==> config.mk <==
export PLATFORM = sky130hd
export DESIGN_NAME = watch_ctrl_gen2
export DESIGN_NICKNAME = d
export VERILOG_FILES = /design/src/rtl/watch_pkg.sv /design/src/rtl/btn_cond.sv /design/src/rtl/watch_ctrl_gen2.sv
export SDC_FILE = /design/constraint.sdc
export NUM_CORES = 1
export LEC_CHECK = 0
export BUFFER_PORTS_ARGS = -buffer_cell sky130_fd_sc_hd__buf_2
export CAP_MARGIN = 20
export CORE_UTILIZATION = 62
export CTS_BUF_LIST = sky130_fd_sc_hd__clkbuf_4
export DETAILED_ROUTE_END_ITERATION = 6
export PLACE_DENSITY = 0.84
export SETUP_SLACK_MARGIN = 0.5
export SYNTH_ARGS = -nofsm -noshare
export SYNTH_HDL_FRONTEND = slang
export SYNTH_SLANG_ARGS = --single-unit
==> constraint.sdc <==
create_clock -name clk -period 2.19 [get_ports clk]
set_clock_uncertainty 0.05 [all_clocks]
set_input_delay 0.438 -clock clk [delete_from_list [all_inputs] [get_ports clk]]
set_output_delay 0.438 -clock clk [all_outputs]
set_load 0.02 [all_outputs]
==> src/rtl/watch_pkg.sv <==
// Shared encoding, defaults and state helpers for the watch controller.
package watch_pkg;

    localparam int STATE_W              = 4;
    localparam int DEF_DEBOUNCE_CYCLES  = 4;
    localparam int DEF_HOLD_CYCLES      = 16;
    localparam int DEF_REPEAT_CYCLES    = 4;
    localparam bit DEF_ALARM_EN         = 1'b1;

    localparam int NUM_BTN  = 4;
    localparam int BTN_MODE = 0;
    localparam int BTN_INC  = 1;
    localparam int BTN_DEC  = 2;
    localparam int BTN_SET  = 3;

    typedef enum logic [STATE_W-1:0] {
        SW_HIDE_STOPPED = 4'd0,
        SW_SHOW_STOPPED = 4'd1,
        SW_SHOW_RUNNING = 4'd2,
        SW_HIDE_RUNNING = 4'd3,
        SW_RESET        = 4'd4,
        SET_H           = 4'd5,
        SET_M           = 4'd6,
        ALM_H           = 4'd7,
        ALM_M           = 4'd8
    } state_t;

    typedef struct packed {
        logic level;
        logic press;
        logic rpt;
    } btn_evt_t;

    function automatic logic is_sw(input state_t s);
        return (s == SW_HIDE_STOPPED) || (s == SW_SHOW_STOPPED) ||
               (s == SW_SHOW_RUNNING) || (s == SW_HIDE_RUNNING) || (s == SW_RESET);
    endfunction

    // SW_RESET is transient, so it is remembered as the stopped view it returns to.
    function automatic state_t save_map(input state_t s);
        return (s == SW_RESET) ? SW_SHOW_STOPPED : s;
    endfunction

    function automatic state_t swap_view(input state_t s);
        case (s)
            SW_HIDE_STOPPED: return SW_SHOW_STOPPED;
            SW_SHOW_STOPPED: return SW_HIDE_STOPPED;
            SW_HIDE_RUNNING: return SW_SHOW_RUNNING;
            SW_SHOW_RUNNING: return SW_HIDE_RUNNING;
            default:         return s;
        endcase
    endfunction

endpackage

==> src/rtl/btn_cond.sv <==
// Button conditioner: 2-FF sync, debounce, press edge, optional hold/auto-repeat.
module btn_cond
    import watch_pkg::*;
#(
    parameter int DEBOUNCE_CYCLES = DEF_DEBOUNCE_CYCLES,
    parameter int HOLD_CYCLES     = DEF_HOLD_CYCLES,
    parameter int REPEAT_CYCLES   = DEF_REPEAT_CYCLES,
    parameter bit REPEAT_EN       = 1'b0
) (
    input  logic     clk,
    input  logic     reset_n,
    input  logic     raw,
    input  logic     hold_clr,
    output btn_evt_t evt
);

    logic [1:0] sync;
    logic [7:0] db_cnt;
    logic       deb;
    logic       deb_d;
    logic [9:0] hold_cnt;
    logic       in_rpt;
    logic       rpt;

    always_ff @(posedge clk or negedge reset_n) begin
        if (!reset_n) begin
            sync   <= 2'b00;
            db_cnt <= 8'd0;
            deb    <= 1'b0;
            deb_d  <= 1'b0;
        end else begin
            sync  <= {sync[0], raw};
            deb_d <= deb;
            if (sync[1] == deb) begin
                db_cnt <= 8'd0;
            end else if (db_cnt == 8'(DEBOUNCE_CYCLES - 1)) begin
                deb    <= sync[1];
                db_cnt <= 8'd0;
            end else begin
                db_cnt <= db_cnt + 8'd1;
            end
        end
    end

    // hold_cnt equals the number of cycles since the press (or since the last repeat).
    always_ff @(posedge clk or negedge reset_n) begin
        if (!reset_n) begin
            hold_cnt <= 10'd0;
            in_rpt   <= 1'b0;
        end else if (!REPEAT_EN || !deb || hold_clr) begin
            hold_cnt <= 10'd0;
            in_rpt   <= 1'b0;
        end else if (rpt) begin
            hold_cnt <= 10'd1;
            in_rpt   <= 1'b1;
        end else begin
            hold_cnt <= hold_cnt + 10'd1;
        end
    end

    assign rpt = REPEAT_EN && deb &&
                 (in_rpt ? (hold_cnt == 10'(REPEAT_CYCLES)) : (hold_cnt == 10'(HOLD_CYCLES)));

    assign evt.level = deb;
    assign evt.press = deb & ~deb_d;
    assign evt.rpt   = rpt;

endmodule

==> src/rtl/watch_ctrl_gen2.sv <==
// Watch mode controller: stopwatch views, time/alarm set states, adjust pulses.
module watch_ctrl_gen2
    import watch_pkg::*;
#(
    parameter int DEBOUNCE_CYCLES = DEF_DEBOUNCE_CYCLES,
    parameter int HOLD_CYCLES     = DEF_HOLD_CYCLES,
    parameter int REPEAT_CYCLES   = DEF_REPEAT_CYCLES,
    parameter bit ALARM_EN        = DEF_ALARM_EN
) (
    input  logic               clk,
    input  logic               reset_n,
    input  logic               btn_mode,
    input  logic               btn_inc,
    input  logic               btn_dec,
    input  logic               btn_set,
    output logic [STATE_W-1:0] state,
    output logic               run_stopwatch,
    output logic               reset_stopwatch,
    output logic               run_time,
    output logic               inc_h,
    output logic               dec_h,
    output logic               inc_m,
    output logic               dec_m,
    output logic               alarm_sel,
    output logic               alarm_on
);

    logic     [NUM_BTN-1:0] raw;
    btn_evt_t [NUM_BTN-1:0] evt;
    logic                   both;
    logic                   unused_evt;

    state_t state_q, nxt_state;
    state_t saved_q, nxt_saved;
    logic   run_q, nxt_run;
    logic   alarm_q, nxt_alarm;
    logic   pulse_inc, pulse_dec;
    logic   fld_h;

    assign raw[BTN_MODE] = btn_mode;
    assign raw[BTN_INC]  = btn_inc;
    assign raw[BTN_DEC]  = btn_dec;
    assign raw[BTN_SET]  = btn_set;

    for (genvar i = 0; i < NUM_BTN; i++) begin : g_btn
        btn_cond #(
            .DEBOUNCE_CYCLES(DEBOUNCE_CYCLES),
            .HOLD_CYCLES    (HOLD_CYCLES),
            .REPEAT_CYCLES  (REPEAT_CYCLES),
            .REPEAT_EN      ((i == BTN_INC) || (i == BTN_DEC))
        ) u_btn (
            .clk     (clk),
            .reset_n (reset_n),
            .raw     (raw[i]),
            .hold_clr(both),
            .evt     (evt[i])
        );
    end

    assign unused_evt = ^{evt[BTN_MODE].level, evt[BTN_MODE].rpt,
                          evt[BTN_SET].level,  evt[BTN_SET].rpt};

    // inc and dec held together cancel each other and restart the hold timing.
    assign both  = evt[BTN_INC].level & evt[BTN_DEC].level;
    assign fld_h = (state_q == SET_H) || (state_q == ALM_H);

    always_comb begin
        nxt_state = state_q;
        nxt_saved = saved_q;
        nxt_run   = run_q;
        nxt_alarm = alarm_q;
        pulse_inc = 1'b0;
        pulse_dec = 1'b0;
        if (evt[BTN_SET].press) begin
            case (state_q)
                SET_H:   nxt_state = SET_M;
                SET_M:   nxt_state = ALARM_EN ? ALM_H : saved_q;
                ALM_H:   nxt_state = ALM_M;
                ALM_M:   nxt_state = saved_q;
                default: begin
                    nxt_saved = save_map(state_q);
                    nxt_state = SET_H;
                end
            endcase
        end else if (evt[BTN_MODE].press) begin
            nxt_state = is_sw(state_q) ? swap_view(save_map(state_q)) : saved_q;
        end else if (state_q == SW_RESET) begin
            nxt_state = SW_SHOW_STOPPED;
        end else if (!both) begin
            case (state_q)
                SW_SHOW_STOPPED: begin
                    if (evt[BTN_INC].press) begin
                        nxt_state = SW_SHOW_RUNNING;
                        nxt_run   = 1'b1;
                    end else if (evt[BTN_DEC].press) begin
                        nxt_state = SW_RESET;
                    end
                end
                SW_SHOW_RUNNING: begin
                    if (evt[BTN_INC].press) begin
                        nxt_state = SW_SHOW_STOPPED;
                        nxt_run   = 1'b0;
                    end
                end
                SW_HIDE_STOPPED, SW_HIDE_RUNNING: begin
                    if (ALARM_EN && evt[BTN_INC].press) nxt_alarm = ~alarm_q;
                end
                default: begin
                    pulse_inc = evt[BTN_INC].press | evt[BTN_INC].rpt;
                    pulse_dec = evt[BTN_DEC].press | evt[BTN_DEC].rpt;
                end
            endcase
        end
    end

    always_ff @(posedge clk or negedge reset_n) begin
        if (!reset_n) begin
            state_q         <= SW_HIDE_STOPPED;
            saved_q         <= SW_HIDE_STOPPED;
            run_q           <= 1'b0;
            alarm_q         <= 1'b0;
            reset_stopwatch <= 1'b0;
            run_time        <= 1'b1;
            alarm_sel       <= 1'b0;
            inc_h           <= 1'b0;
            dec_h           <= 1'b0;
            inc_m           <= 1'b0;
            dec_m           <= 1'b0;
        end else begin
            state_q         <= nxt_state;
            saved_q         <= nxt_saved;
            run_q           <= nxt_run;
            alarm_q         <= nxt_alarm;
            reset_stopwatch <= (nxt_state == SW_RESET);
            run_time        <= !((nxt_state == SET_H) || (nxt_state == SET_M));
            alarm_sel       <= (nxt_state == ALM_H) || (nxt_state == ALM_M);
            inc_h           <= pulse_inc &  fld_h;
            dec_h           <= pulse_dec &  fld_h;
            inc_m           <= pulse_inc & ~fld_h;
            dec_m           <= pulse_dec & ~fld_h;
        end
    end

    assign state         = state_q;
    assign run_stopwatch = run_q;
    assign alarm_on      = alarm_q;

endmodule

After elaboration in Yosys (flattened, before gate mapping)
Cells that the tools add are included.
W data, S select, Z words.
- add/subtract/negate cells: 6
- equality and inequality tests: 30
- multiplexer cells: 43
- bitwise gates (word level): 26
- reductions and logical operators: 29
- operators by type and width (cell ; count):
    $mux W8 ; 8
    $mux W10 ; 4
    $mux W4 ; 9
    $add A8 B1 Y8 const B ; 4
    $eq A4 B3 Y1 const B ; 8
    $eq A8 B2 Y1 const B ; 4
    $pmux W4 S4 ; 2
    $add A10 B1 Y10 const B ; 2
    $eq A10 B3 Y1 const B ; 2
    $eq A10 B5 Y1 const B ; 2
    $mux W1 ; 18
    $eq A4 B2 Y1 const B ; 4
    $not A1 Y1 ; 15
    $reduce_and A2 Y1 ; 5
    $and A1 B1 Y1 ; 9
    $logic_or A1 B1 Y1 ; 9
    $eq A4 B1 Y1 const B ; 2
    $eq A4 B4 Y1 const B ; 2
    $logic_not A4 Y1 ; 2
    $pmux W4 S2 ; 1
    $reduce_or A4 Y1 ; 2
    $reduce_and A7 Y1 ; 1
    $reduce_and A6 Y1 ; 1
    $reduce_bool A2 Y1 ; 3
    other kinds (7) ; 15
- flip-flop bits (word level): 87
- input port bits: 6
- word-level logic and storage cells: 165

Logic depth before layout (Yosys ltp)
- depth in word-level cells: 12
- mapped depth: 8
- mapped depth without buffers: 8

Cells and area by module
Synthesis repeated with hierarchy kept, for this count alone.
- cell total of the unflattened synthesis: 413
- area total of the unflattened synthesis: 4307.9 µm²
- by module, submodules not included (module ; instances ; cells each ; area each (µm²) ; sequential area each (µm²)):
    btn_cond (g_btn[1].u_btn ...) ; 2 ; 103 ; 1101.1 ; 575.6
    btn_cond (g_btn[0].u_btn ...) ; 2 ; 49 ; 543.0 ; 300.3
    watch_ctrl_gen2 ; 1 ; 109 ; 1019.7 ; 426.7

Worst setup path before layout
OpenSTA, ideal clock, no wires.
- path kind: flip-flop to flip-flop
- start point: register state_q[3] (netlist: state[3])
- end point: register run_time
- library setup time: 0.088 ns
- data arrival time: 1.954 ns
- slack: 0.098 ns
- cell stages (with the launch flop): 9
- period minus slack after synthesis: 2.092 ns
- cells stage by stage: dfrtp_1 buf_6 nor2b_4 and2_4 buf_6 a22o_1 a22o_1 or2_1 or3b_1
- longest elaborated chain between the ends: 11
- RTL lines (item ; line ; RTL):
    from (decl) ; watch_ctrl_gen2.sv:33 ; state_t state_q, nxt_state;
    from (signal assigned) ; watch_ctrl_gen2.sv:130 ; state_q <= nxt_state;
    branches (longest 7 deep; another with $eq A4 B3 Y1) ; -- ;
    $mux W4 (*) ; watch_ctrl_gen2.sv:74 ; if (evt[BTN_SET].press) begin
    $eq A4 B3 Y1 ; watch_ctrl_gen2.sv:135 ; run_time <= !((nxt_state == SET_H) || (nxt_state == SET_M));
    $logic_or A1 B1 Y1 (*) ; watch_ctrl_gen2.sv:135 ;
    $logic_not A1 Y1 (*) ; watch_ctrl_gen2.sv:135 ;
    to (signal assigned) ; watch_ctrl_gen2.sv:135 ;
    to (decl) ; watch_ctrl_gen2.sv:19 ; output logic run_time,
Every way passes the cells marked *.
A chain may end at the register's enable or synchronous reset.

Worst setup path after layout
Ends and elaborated chain as after synthesis.

==> impl.org <==
** Synthesis
- Post-synthesis sequential element count :: 87
- During synthesis, Yosys emitted a total of 0 warnings.
- sky130_fd_sc_hd__dfrtp_1 takes more of the synthesized area than any other cell.
- After technology mapping, the gate count stands at 401.
- In this run, synthesis inferred 0 flip-flops with an integrated enable.
- The cell area that synthesis handed to floorplanning was 4080 um^2.
- The compound-cell area share of the yosys netlist came to 0.0797.
- When the netlist entered floorplanning its net count stood at 415.
- Multiplexer share of the synthesized area :: 0.0110
- Dominant combinational cell family by area after synthesis :: simple AND/OR/NAND/NOR gates
- Sequential-to-total area share from yosys stat :: 0.534
- In this run, distinct cell masters in the synthesized netlist total 50.
- Simple-gate share of the synthesized area :: 0.221
- Of the post-synthesis cell area, the dominant cell type holds 0.527.
- By area the synthesized netlist is led by sky130_fd_sc_hd__dfrtp_1 53%, sky130_fd_sc_hd__xor2_1 6.7%, sky130_fd_sc_hd__nor2_1 5.4%.
- Leading register cell type out of synthesis :: sky130_fd_sc_hd__dfrtp_1
- Post-synthesis xor/xnor area fraction :: 0.0987
- Adder-cell area share of the yosys netlist :: 0.0245
- In this run the mean area of a mapped cell was 10.2 um^2.
- Counting flops with an async set or reset pin after synthesis yields a share of 1.00.

** STA
- Slew Limit Headroom :: 0.652
- Final hold violations :: 0
- Setup repair after global routing could not meet its margin everywhere.
- Achievable frequency :: 0.481 GHz
- After routing, the total negative slack on setup checks comes to 0 ns.
- The number of max-slew violations in the final report was 0.
- Of the available clock period, the critical path in the final layout requires 0.949.
- The smallest clock period supported by the final layout is computed as 2.08 ns.
- Setup violations remaining at the end of the flow were counted as 0.
- At the pin with the least slew margin, the transition time is 0.517 ns.

** Die
- The core region is 6350 um^2.
- Row generation in the floorplan step produced 29 rows.
- Die height :: 83.1 um
- The die covers 6910 um^2.
- Initial Utilization :: 0.643
- From left edge to right edge, the die measures 83.1 um.
- I/O Pins :: 19

** Power and ir drop
- Of the total power, registers draw 0.355.
- Peak VDD IR :: 0.815 mV
- Net switching fraction of the power :: 0.409
- Leakage dissipation :: 2.28 nW
- Of the total power, combinational logic draws 0.529.
- PwrDens :: 1300 nW/um^2
- Design Power :: 6.47 mW
- Clock network fraction of design power :: 0.116
- Summed over all nets, the switching power comes to 2.65 mW.
- The internal power of the cells totals 3.83 mW.

** GRT
- The via count of the first global-routing pass is 3237.
- For this run, global-route usage on met3 was measured as 0.0477.
- Grt total ovfl :: 0
- In the global route stage, met1 resource usage came out at 0.322.
- For this run, the total global-route usage over all layers was measured as 0.270.
- The initial antenna violation count came to 0.
- The layer flagged by global routing as most heavily used is met2.
- Met2 usage :: 0.463
- Largest net degree at the start of global routing :: 39
- The first global-routing pass estimated 14800 um of wire.

** Layout
- For this run, the share of the core covered by cells in the final layout is 0.787.
- Leaving out fill and tap cells, the most frequent cell in the layout is sky130_fd_sc_hd__dfrtp_1.
- Commonest cells after routing, fill and taps aside :: 82 x sky130_fd_sc_hd__dfrtp_1, 49 x sky130_fd_sc_hd__nor2_1, 34 x sky130_fd_sc_hd__nand3_1
- Diodes inserted :: 0
- Fraction of layout cells with a size suffix above 1 :: 0.293
- Filler instances :: 350
- Post-synthesis to final-layout area growth :: 22.4%
- Post-route cell area :: 5000 um^2
- The net count of the finished layout is 476.
- Across the whole layout, storage elements account for 2180 um^2.
- Area used by multi-input combinational logic :: 2020 um^2

** Worst hold path
- Counting instances, the worst hold path has a depth of 1.
- Classification of the worst-slack hold path :: input port to flip-flop
- Startpoint of the lowest-slack hold path :: btn_dec

** Clock tree
- In this run the deepest clock path goes through 2 buffers.
- The H-tree was split into 3 levels.
- The number of clock buffers added by TritonCTS is 9.
- Clock latency on the worst-skew pair :: 0.43 ns
- Clock tree from TritonCTS :: done
- After clock tree synthesis, the clock-pin slew on the worst setup and hold paths is 0.12 ns.
- Clock tree synthesis found a total of 87 sinks.
- Clock root cell :: sky130_fd_sc_hd__clkbuf_4

** Place
- The HPWL after detailed placement is 5140 um.
- Buffers placed on the I/O ports in this run total 18.
- At the end of routability-driven placement, the weighted congestion stood at 0.931.
- Placed standard-cell area :: 4280 um^2

** Setup path
- End of the worst register-to-register path :: run_time$_DFF_PN1_
- Worst setup endpoint :: run_time$_DFF_PN1_
- Worst Path Class, Setup :: flip-flop to flip-flop
- Kind of start point of the critical path :: flip-flop
- Across all register-to-register paths, the minimum setup slack is 0.11 ns.
- Worst Path Required :: 2.50 ns
- The critical path starts at state[3]$_DFF_PN0_.
- CP endpoint kind :: flip-flop
- Maximum fanout count along the critical path :: 7
- Reg2Reg Depth :: 7
- The worst register-to-register path begins at state[3]$_DFF_PN0_.
- Endpoint arrival time on the critical path :: 2.38 ns

** Detailed routing
- In the routed layout, each cell is associated on average with a via count of 6.00.
- The first detailed-routing pass ran for 7 iterations.
- Total vias in the final route :: 3263
- Post-detailed-routing wire length :: 9390 um
- DRC violation total after the first TritonRoute iteration :: 331
- In the final routed layout, each cell accounts on average for 17.3 um.
- Residual DRC count :: 0
- Detail Route Antenna Nets :: 0

** Flow run
- Max Cap Viol :: 0

** Outcome
- The flow ran to the end, and the final reports show no timing, DRC or antenna violations.
==> layer usage <==
metal	wire length (um)	part of all wire
met1	3910	0.42
met2	4640	0.49
met3	400	0.043
met4	446	0.047
met5	0	0
==> state kept, by name, indices dropped and copies added (netlist names), 2 cells and up <==
signal                flops
g_btn.u_btn.sync          8
g_btn.u_btn.in_rpt        2
g_btn.u_btn.hold_cnt     20
g_btn.u_btn.deb_d         4
saved_q                   4
g_btn.u_btn.db_cnt       32
state                     4
g_btn.u_btn.deb           4
==> cell usage after synthesis (2+ instances only) <==
cell / n
sky130_fd_sc_hd__dfrtp_1: 86
sky130_fd_sc_hd__nor2_1: 59
sky130_fd_sc_hd__nand3_1: 36
sky130_fd_sc_hd__xor2_1: 31
sky130_fd_sc_hd__nand2_1: 22
sky130_fd_sc_hd__and3_1: 16
sky130_fd_sc_hd__xnor2_1: 15
sky130_fd_sc_hd__a21oi_1: 14
sky130_fd_sc_hd__inv_1: 14
sky130_fd_sc_hd__nor3_1: 9
sky130_fd_sc_hd__ha_1: 8
sky130_fd_sc_hd__nand2b_1: 8
sky130_fd_sc_hd__o21ai_0: 6
sky130_fd_sc_hd__nor2b_1: 5
sky130_fd_sc_hd__nor4_1: 5
sky130_fd_sc_hd__o22ai_1: 5
sky130_fd_sc_hd__buf_2: 4
sky130_fd_sc_hd__clkbuf_1: 4
sky130_fd_sc_hd__mux2_2: 4
sky130_fd_sc_hd__nor3b_1: 4
sky130_fd_sc_hd__nor4b_1: 4
sky130_fd_sc_hd__a211oi_1: 3
sky130_fd_sc_hd__a31oi_1: 3
sky130_fd_sc_hd__and2_1: 3
sky130_fd_sc_hd__or2_1: 3
sky130_fd_sc_hd__a22o_1: 2
sky130_fd_sc_hd__a22oi_1: 2
sky130_fd_sc_hd__buf_6: 2
sky130_fd_sc_hd__clkbuf_2: 2
sky130_fd_sc_hd__o31ai_1: 2
==> final cells by class <==
cell class / instances / area share
clock buffer: 11 / 0.0165
clock inverter: 5 / 0.00501
inverter: 14 / 0.0105
multi-input combinational: 287 / 0.404
sequential: 87 / 0.437
tap: 77 / 0.0193
timing repair buffer: 63 / 0.108
==> power groups by stage <==
| stage | Sequential (mW) | Clock (mW) | Combinational, mW |
|---|---|---|---|
| after floorplan | 2.28 | 0 | 1.54 |
| after global placement | 2.36 | 0 | 1.83 |
| after detailed placement | 2.37 | 0 | 1.89 |
| after CTS | 2.25 | 0.768 | 2.87 |
| after global routing | 2.34 | 0.834 | 3.63 |
| final | 2.30 | 0.752 | 3.42 |
==> cells by family after synthesis <==
family | count (synthesis)
DFF | 87
and+or+nand+nor | 180
xor gates and xnor gates | 46
AOI/OAI and AO/OA | 49
buffers and inverters | 27
muxes | 4
adders and majority gates | 8
==> critical path, stage by stage, from the launching register on <==
cell and delay, ns:
sky130_fd_sc_hd__dfrtp_2 0.51, sky130_fd_sc_hd__buf_12 0.14, sky130_fd_sc_hd__nor2b_4 0.04, sky130_fd_sc_hd__and2_4 0.16, sky130_fd_sc_hd__a22o_1 0.25, sky130_fd_sc_hd__a22o_1 0.24, sky130_fd_sc_hd__or2_1 0.25, sky130_fd_sc_hd__or3b_1 0.37
==> stage by stage <==
stage	hold slack [ns]	worst slack, ns	std cells
after floorplan	0.0924	0.199	401
after global placement	0.283	0.186	490
after detailed placement	0.286	0.0935	490
after CTS	0.0448	0.171	537
after global routing	0.0418	0.0668	544
final	0.0642	0.111	544
==> repair_timing <==
action / 4_1_cts / 5_1_grt
resized for setup: 36 / 35
pin swaps: 16 / 15
endpoints found under the hold margin: 24 / 0
buffers inserted: 30 / 7
hold buffers: 1 / 0
endpoints found under the setup margin: 23 / 48
==> worst min-delay path by stage <==
stage	end	slack [ns]
6_report	g_btn[2].u_btn.sync[0]$_DFF_PN0_	0.06
5_1_grt	g_btn[0].u_btn.sync[0]$_DFF_PN0_	0.04
4_1_cts	g_btn[2].u_btn.sync[0]$_DFF_PN0_	0.04
3_5_place_dp	g_btn[0].u_btn.sync[1]$_DFF_PN0_	0.29
3_3_place_gp	g_btn[0].u_btn.sync[1]$_DFF_PN0_	0.28
2_1_floorplan	alarm_on$_DFFE_PN0P_	0.09
No activity file was read; power rests on OpenSTA's default activity.
